### src/rtl/ctrl_pipeline.sv
// ctrl_pipeline: RV32I control path. Decodes the opcode in ID and carries the
// control bundle through ID/EX, EX/MEM and MEM/WB with per-stage valid bits.
// Load-use stall, EX flush and an external hold are resolved here.
module ctrl_pipeline #(
  parameter int REG_W    = 5,
  parameter int ALU_OP_W = 2,
  parameter int UPPER_EN = 1
) (
  input  logic                clk,
  input  logic                rst,
  input  logic                id_valid,
  input  logic [6:0]          id_opcode,
  input  logic [REG_W-1:0]    id_rs1,
  input  logic [REG_W-1:0]    id_rs2,
  input  logic [REG_W-1:0]    id_rd,
  input  logic                flush_ex,
  input  logic                hold,
  output logic                pc_write,
  output logic                ifid_write,
  output logic                load_use_stall,
  output logic                ex_valid,
  output logic                ex_alu_src,
  output logic                ex_branch,
  output logic                ex_jump,
  output logic                ex_upper,
  output logic                ex_illegal,
  output logic [ALU_OP_W-1:0] ex_alu_op,
  output logic [REG_W-1:0]    ex_rd,
  output logic                mem_valid,
  output logic                mem_read,
  output logic                mem_write,
  output logic [REG_W-1:0]    mem_rd,
  output logic                wb_valid,
  output logic                wb_reg_write,
  output logic                wb_mem_to_reg,
  output logic [REG_W-1:0]    wb_rd
);

  // valid shift register: [0]=EX, [1]=MEM, [2]=WB
  localparam int STAGES = 2;

  localparam logic [6:0] OP_R      = 7'b0110011;
  localparam logic [6:0] OP_IALU   = 7'b0010011;
  localparam logic [6:0] OP_LOAD   = 7'b0000011;
  localparam logic [6:0] OP_STORE  = 7'b0100011;
  localparam logic [6:0] OP_BRANCH = 7'b1100011;
  localparam logic [6:0] OP_JAL    = 7'b1101111;
  localparam logic [6:0] OP_JALR   = 7'b1100111;
  localparam logic [6:0] OP_LUI    = 7'b0110111;
  localparam logic [6:0] OP_AUIPC  = 7'b0010111;

  typedef struct packed {
    logic [ALU_OP_W-1:0] alu_op;
    logic                alu_src;
    logic                branch;
    logic                jump;
    logic                upper;
    logic                illegal;
    logic                mem_read;
    logic                mem_write;
    logic                mem_to_reg;
    logic                reg_write;
  } ctrl_t;

  typedef struct packed {
    ctrl_t            c;
    logic [REG_W-1:0] rd;
  } ex_t;

  typedef struct packed {
    logic             mem_read;
    logic             mem_write;
    logic             mem_to_reg;
    logic             reg_write;
    logic [REG_W-1:0] rd;
  } mem_t;

  typedef struct packed {
    logic             mem_to_reg;
    logic             reg_write;
    logic [REG_W-1:0] rd;
  } wb_t;

  ctrl_t             dec;
  logic              uses_rs1, uses_rs2;
  logic              ex_load;
  ex_t               ex_next;
  ex_t               ex_q;
  mem_t              mem_q;
  wb_t               wb_q;
  logic [STAGES:0]   vld_pipe;

  // ID decode; unknown opcodes (and upper ops when disabled) flag illegal only
  always_comb begin
    dec      = '0;
    uses_rs1 = 1'b1;
    uses_rs2 = 1'b0;
    case (id_opcode)
      OP_R: begin
        dec.alu_op    = ALU_OP_W'(2'b10);
        dec.reg_write = 1'b1;
        uses_rs2      = 1'b1;
      end
      OP_IALU: begin
        dec.alu_op    = ALU_OP_W'(2'b11);
        dec.alu_src   = 1'b1;
        dec.reg_write = 1'b1;
      end
      OP_LOAD: begin
        dec.alu_src    = 1'b1;
        dec.mem_read   = 1'b1;
        dec.mem_to_reg = 1'b1;
        dec.reg_write  = 1'b1;
      end
      OP_STORE: begin
        dec.alu_src   = 1'b1;
        dec.mem_write = 1'b1;
        uses_rs2      = 1'b1;
      end
      OP_BRANCH: begin
        dec.alu_op = ALU_OP_W'(2'b01);
        dec.branch = 1'b1;
        uses_rs2   = 1'b1;
      end
      OP_JAL: begin
        dec.jump      = 1'b1;
        dec.reg_write = 1'b1;
        uses_rs1      = 1'b0;
      end
      OP_JALR: begin
        dec.alu_src   = 1'b1;
        dec.jump      = 1'b1;
        dec.reg_write = 1'b1;
      end
      OP_LUI, OP_AUIPC: begin
        uses_rs1 = 1'b0;
        if (UPPER_EN != 0) begin
          dec.upper     = 1'b1;
          dec.alu_src   = 1'b1;
          dec.reg_write = 1'b1;
        end else begin
          dec.illegal = 1'b1;
        end
      end
      default: dec.illegal = 1'b1;
    endcase
    // writes to x0 are architecturally dropped
    if (id_rd == '0) dec.reg_write = 1'b0;
  end

  // load in EX feeding a source of the instruction in ID
  assign load_use_stall = vld_pipe[0] & ex_q.c.mem_read & (ex_q.rd != '0) & id_valid &
                          ((uses_rs1 & (ex_q.rd == id_rs1)) |
                           (uses_rs2 & (ex_q.rd == id_rs2)));

  // fetch advances on flush (target load) even if a stall is also present
  assign pc_write   = ~hold & (flush_ex | ~load_use_stall);
  assign ifid_write = pc_write;

  // ID/EX input: decoded bundle, or a bubble on flush/stall/empty ID
  always_comb begin
    ex_load = id_valid & ~flush_ex & ~load_use_stall;
    ex_next = '0;
    if (ex_load) begin
      ex_next.c  = dec;
      ex_next.rd = id_rd;
    end
  end

  // stage registers; hold freezes everything, reset clears to bubble
  always_ff @(posedge clk or posedge rst) begin
    if (rst) begin
      vld_pipe <= '0;
      ex_q     <= '0;
      mem_q    <= '0;
      wb_q     <= '0;
    end else if (!hold) begin
      vld_pipe         <= {vld_pipe[STAGES-1:0], ex_load};
      ex_q             <= ex_next;
      mem_q.mem_read   <= ex_q.c.mem_read;
      mem_q.mem_write  <= ex_q.c.mem_write;
      mem_q.mem_to_reg <= ex_q.c.mem_to_reg;
      mem_q.reg_write  <= ex_q.c.reg_write;
      mem_q.rd         <= ex_q.rd;
      wb_q.mem_to_reg  <= mem_q.mem_to_reg;
      wb_q.reg_write   <= mem_q.reg_write;
      wb_q.rd          <= mem_q.rd;
    end
  end

  assign ex_valid      = vld_pipe[0];
  assign ex_alu_src    = ex_q.c.alu_src;
  assign ex_branch     = ex_q.c.branch;
  assign ex_jump       = ex_q.c.jump;
  assign ex_upper      = ex_q.c.upper;
  assign ex_illegal    = ex_q.c.illegal;
  assign ex_alu_op     = ex_q.c.alu_op;
  assign ex_rd         = ex_q.rd;

  assign mem_valid     = vld_pipe[1];
  assign mem_read      = mem_q.mem_read & vld_pipe[1];
  assign mem_write     = mem_q.mem_write & vld_pipe[1];
  assign mem_rd        = mem_q.rd;

  assign wb_valid      = vld_pipe[2];
  assign wb_reg_write  = wb_q.reg_write;
  assign wb_mem_to_reg = wb_q.mem_to_reg;
  assign wb_rd         = wb_q.rd;

endmodule

### config.mk
export PLATFORM = sky130hd
export DESIGN_NAME = ctrl_pipeline
export DESIGN_NICKNAME = d
export VERILOG_FILES = /design/src/rtl/ctrl_pipeline.sv
export SDC_FILE = /design/constraint.sdc
export NUM_CORES = 1
export LEC_CHECK = 0
export ABC_AREA = 0
export CORE_AREA = 5 5 72 74
export CTS_CLUSTER_DIAMETER = 200
export DETAILED_ROUTE_END_ITERATION = 7
export DIE_AREA = 0 0 77 79
export MAX_ROUTING_LAYER = met4
export PLACE_DENSITY = 0.84
export SYNTH_ARGS = -nofsm -noshare
export SYNTH_HDL_FRONTEND = slang
export SYNTH_SLANG_ARGS = --single-unit
### constraint.sdc
create_clock -name clk -period 1.89 [get_ports clk]
set_clock_uncertainty 0.1 [all_clocks]
set_input_delay 0.189 -clock clk [delete_from_list [all_inputs] [get_ports clk]]
set_output_delay 0.189 -clock clk [all_outputs]
set_load 0.05 [all_outputs]
==> results <==
- The run finished, with violations left.
- The checks that failed: negative setup slack.
- By count the netlist is led by sky130_fd_sc_hd__dfrtp_1 (33), sky130_fd_sc_hd__mux2_2 (17), sky130_fd_sc_hd__buf_4 (13), sky130_fd_sc_hd__a22o_1 (11), sky130_fd_sc_hd__xnor2_1 (10).
- After clock tree synthesis, the flow added hold-fix buffers numbering 0.
- The synthesized netlist net count is 169.
- The clock transition at the registers of the reported paths is 0.07 ns.
- The number of synthesized flops with an enable pin is 0.
- Among all cell types in the netlist, the one instantiated most often is sky130_fd_sc_hd__dfrtp_1.
- The clock passes through at most 2 buffers.
- The count of nets left with antenna violations once routing finished came out at 0.
- Entering global routing, the biggest net connects 35 pins.
- The final-layout fill cell count is 358.
- The total number of H-tree levels is 2.
- Synthesis inferred 33 register bits.
- Of all nets on the critical path, the largest fanout is 2.
- For the worst setup path, the data required time is 1.60 ns.
- The synthesized-area fraction occupied by ao, oa, aoi and oai cells is 15.0%.
- Multiplexer cells account for 12.2% of the synthesized area.
- The worst slack on hold paths is 0.196 ns.
- The floorplan die height is 79 µm.
- The number of distinct library cell variants in the gate-level netlist after synthesis is 34.
- For this design the static power due to leakage is 1.19 nW.
- The start-to-end type of the worst setup path is in -> out.
- The synthesized netlist devotes 11.0% of its cell area to simple gates.
- The total global routing track utilization is 15.1%.
- The number of antenna violations at the first check in global routing is 0.
- Summed over all layers, the routed wires come to 4.42 mm.
- The number of antenna diodes in the final layout is 0.
- In this run the clock root is driven by a sky130_fd_sc_hd__clkbuf_8.
- The width of the die is 77 µm.
- The post-route minimum period is 2.30 ns.
- The peak ir drop on the vdd network is 0.000277 V.
- The proportion of layout cells with a drive suffix above 1 is 36.6%.
- The overall power is 0.00174 W.
- The power per unit of standard cell area is 669 mW/mm².
- The number of global-route vias before repair is 1,415.
- The synthesized netlist occupies a cell area of 0.00170 mm².
- On the worst path, the slowest cell contributes a delay of 0.43 ns.
- Counting flops with an async set or reset pin after synthesis yields a share of 100%.
- The boundary pin count is 59.
- Summed over its instances, the top area cell type makes up 48.7% of the synthesized netlist area.
- Setup repair after global routing could not meet its margin everywhere.
- The critical path goes through clkdlybuf4s50_1, and3b_1, mux2_4, a2111oi_4, nor2_4, o21ba_4, buf_8.
- Relative to the synthesized area, the layout overhead comes to 53.7%.
- The path class of the tightest hold or removal check is in -> async.
- Buffers placed on the I/O ports in this run total 58.
- Setup violations remaining at the end of the flow were counted as 18.
- The xor/xnor cell area share of the yosys netlist is 5.16%.
- Clock tree synthesis found a total of 33 sinks.
- The peak clock frequency supported by timing is 0.435 GHz.
- At the pin with the least slew margin, the transition time is 0.506 ns.
- The count of unresolved DRC violations after routing is 0.
- For this run the aggregate overflow at the end of global routing stands at 0.
- The number of clock buffers added by TritonCTS is 5.
- The share of the yosys chip area belonging to registers is 48.7%.
- The share of the cycle needed by the critical path after routing is 122%.
- The most instantiated flip-flop cell in the synthesis netlist is sky130_fd_sc_hd__dfrtp_1.
- The net count of the finished layout is 242.
- For this design, the slowest cell found on the critical path is sky130_fd_sc_hd__clkdlybuf4s50_1.
- The number of failing hold endpoints at the final stage came to 0.
- The final-layout setup total negative slack is -5.09 ns.
- The detailed router finished its first iteration with 74 violations.
- In this run the tightest slew margin relative to its limit is 66.2%.
- The floorplan has 25 rows.
- Each instance of the synthesized netlist takes up on average 11.9 µm².
- The cell class contributing the biggest share of worst-path delay is compound AO/OA/AOI/OAI gates.
- The dominant combinational cell family by area after synthesis is compound AO/OA/AOI/OAI gates.
- Yosys printed 0 warnings.
- After legalization and detailed placement, the total HPWL measured 3.29 mm.
- The critical path capture point type is an output port.
- The number of buffers and inverters on the critical path is 2.
- The post-synthesis share of cell area spent on full adders, half adders and majority gates is 0%.
- The startpoint kind of the worst setup timing path is a primary input.
- The data arrival time of the worst path is 2.01 ns.
- The count of pins over their slew limit is 0.
- By area the synthesized netlist is led by sky130_fd_sc_hd__dfrtp_1 (49%), sky130_fd_sc_hd__mux2_2 (11%), sky130_fd_sc_hd__buf_4 (5.8%).
- Max-cap violations in this run came to 0.
- The routability congestion estimate is 0.886.
- The worst-case setup margin in the final layout is -0.409 ns.
- The number of cells produced by synthesis is 142.
- In this run the standard cell core region covers 0.00454 mm².
- The clock network latency to the later pin of the worst-skew pair is 0.29 ns.
- The die covers 0.00608 mm².
- After detailed routing, the number of vias per cell comes to 5.16.
- The total number of vias is 1,393.
- The TritonCTS clock tree is done.
- The wire length of the first global-routing pass is 6.95 mm.
- The post-detailed-route wirelength per cell is 16.4 µm.
- For this configuration, the core starts out at a cell density of 37.4%.
- Summed over all instances, the cell type with the most area after synthesis is sky130_fd_sc_hd__dfrtp_1.
- The first TritonRoute pass finished after 4 iterations.
-- cell type report --
type | count | area, µm² | area share (%)
inverters | 2 | 11.3 | 0.432
clock inverters | 3 | 17.5 | 0.672
repair buffers | 85 | 810 | 31.0
well taps | 54 | 67.6 | 2.59
flip-flops and latches | 33 | 827 | 31.7
clock buffers | 5 | 68.8 | 2.64
multi-input cells | 88 | 806 | 30.9
-- cells by family after synthesis --
group,after synthesis
xor gates and xnor gates,10
DFF,33
buffers and inverters,21
AOI/OAI and AO/OA,29
and+or+nand+nor,31
muxes,18
-- cells in the final DEF, fill, tap and decap left out, types with 3 or more instances in the layout --
cell type and count:
sky130_fd_sc_hd__nand2_1 3, sky130_fd_sc_hd__a32o_1 4, sky130_fd_sc_hd__clkbuf_8 5, sky130_fd_sc_hd__clkdlybuf4s50_1 46, sky130_fd_sc_hd__xnor2_2 4, sky130_fd_sc_hd__nor2_1 4, sky130_fd_sc_hd__mux2_2 17, sky130_fd_sc_hd__and2_1 4
sky130_fd_sc_hd__and3_1 3, sky130_fd_sc_hd__a22o_1 11, sky130_fd_sc_hd__buf_4 29, sky130_fd_sc_hd__buf_6 5, sky130_fd_sc_hd__xnor2_1 6, sky130_fd_sc_hd__dfrtp_1 32
-- what timing repair did --
action / in CTS / in global routing
setup buffers: 4 / 1
pin swaps: 14 / 10
endpoints found under the setup margin: 18 / 18
gates cloned: 0 / 0
resized for setup: 14 / 7
-- routing by layer --
layer | up-vias | routed length [µm] | track usage (%)
met5 | - | 0 | -
met4 | 0 | 78 | 6.70
met3 | 7 | 305 | 4.42
met2 | 53 | 2210 | 24.6
met1 | 682 | 1820 | 17.3
li1 | 651 | - | -
-- path summary, 6_finish.rpt --
kind | endpoint | cells past startpoint | slack, ns | from
max | pc_write | 7 | -0.41 | id_opcode[5]
max reg2reg | ex_alu_op[1]$_DFFE_PP0N_ | 8 | -0.34 | ex_rd[3]$_DFFE_PP0N_
min | ex_rd[3]$_DFFE_PP0N_ | 3 | 0.20 | rst
max in group asynchronous | vld_pipe[0]$_DFFE_PP0N_ | 3 | 1.19 | rst
min reg2reg | mem_q[7]$_DFFE_PP0N_ | 1 | 0.40 | mem_q[7]$_DFFE_PP0N_
min in group clk | ex_upper$_DFFE_PP0N_ | 4 | 0.34 | id_opcode[4]
-- through the flow --
step	cells	util, %	worst slack (ns)	instance area (µm²)
floorplan	142	-	-0.286	1720
global placement	258	52.8	-0.455	2400
detailed placement	258	52.8	-0.488	2400
CTS	269	56.7	-0.415	2570
global route	270	57.5	-0.458	2610
finish	270	57.5	-0.409	2610
-- worst reg2reg max path: cells and delay by family (launching register included) --
family / cells / cell delay (ns)
simple gates: 2 / 0.83
buf+inv: 3 / 0.45
compound gates: 3 / 0.42
flops: 1 / 0.38
-- power by group --
group | internal, W | switching, W
logic | 0.000210 | 0.000258
registers | 0.000741 | 0.0000219
clock network | 0.000254 | 0.000261
No activity file was read; power rests on OpenSTA's default activity.
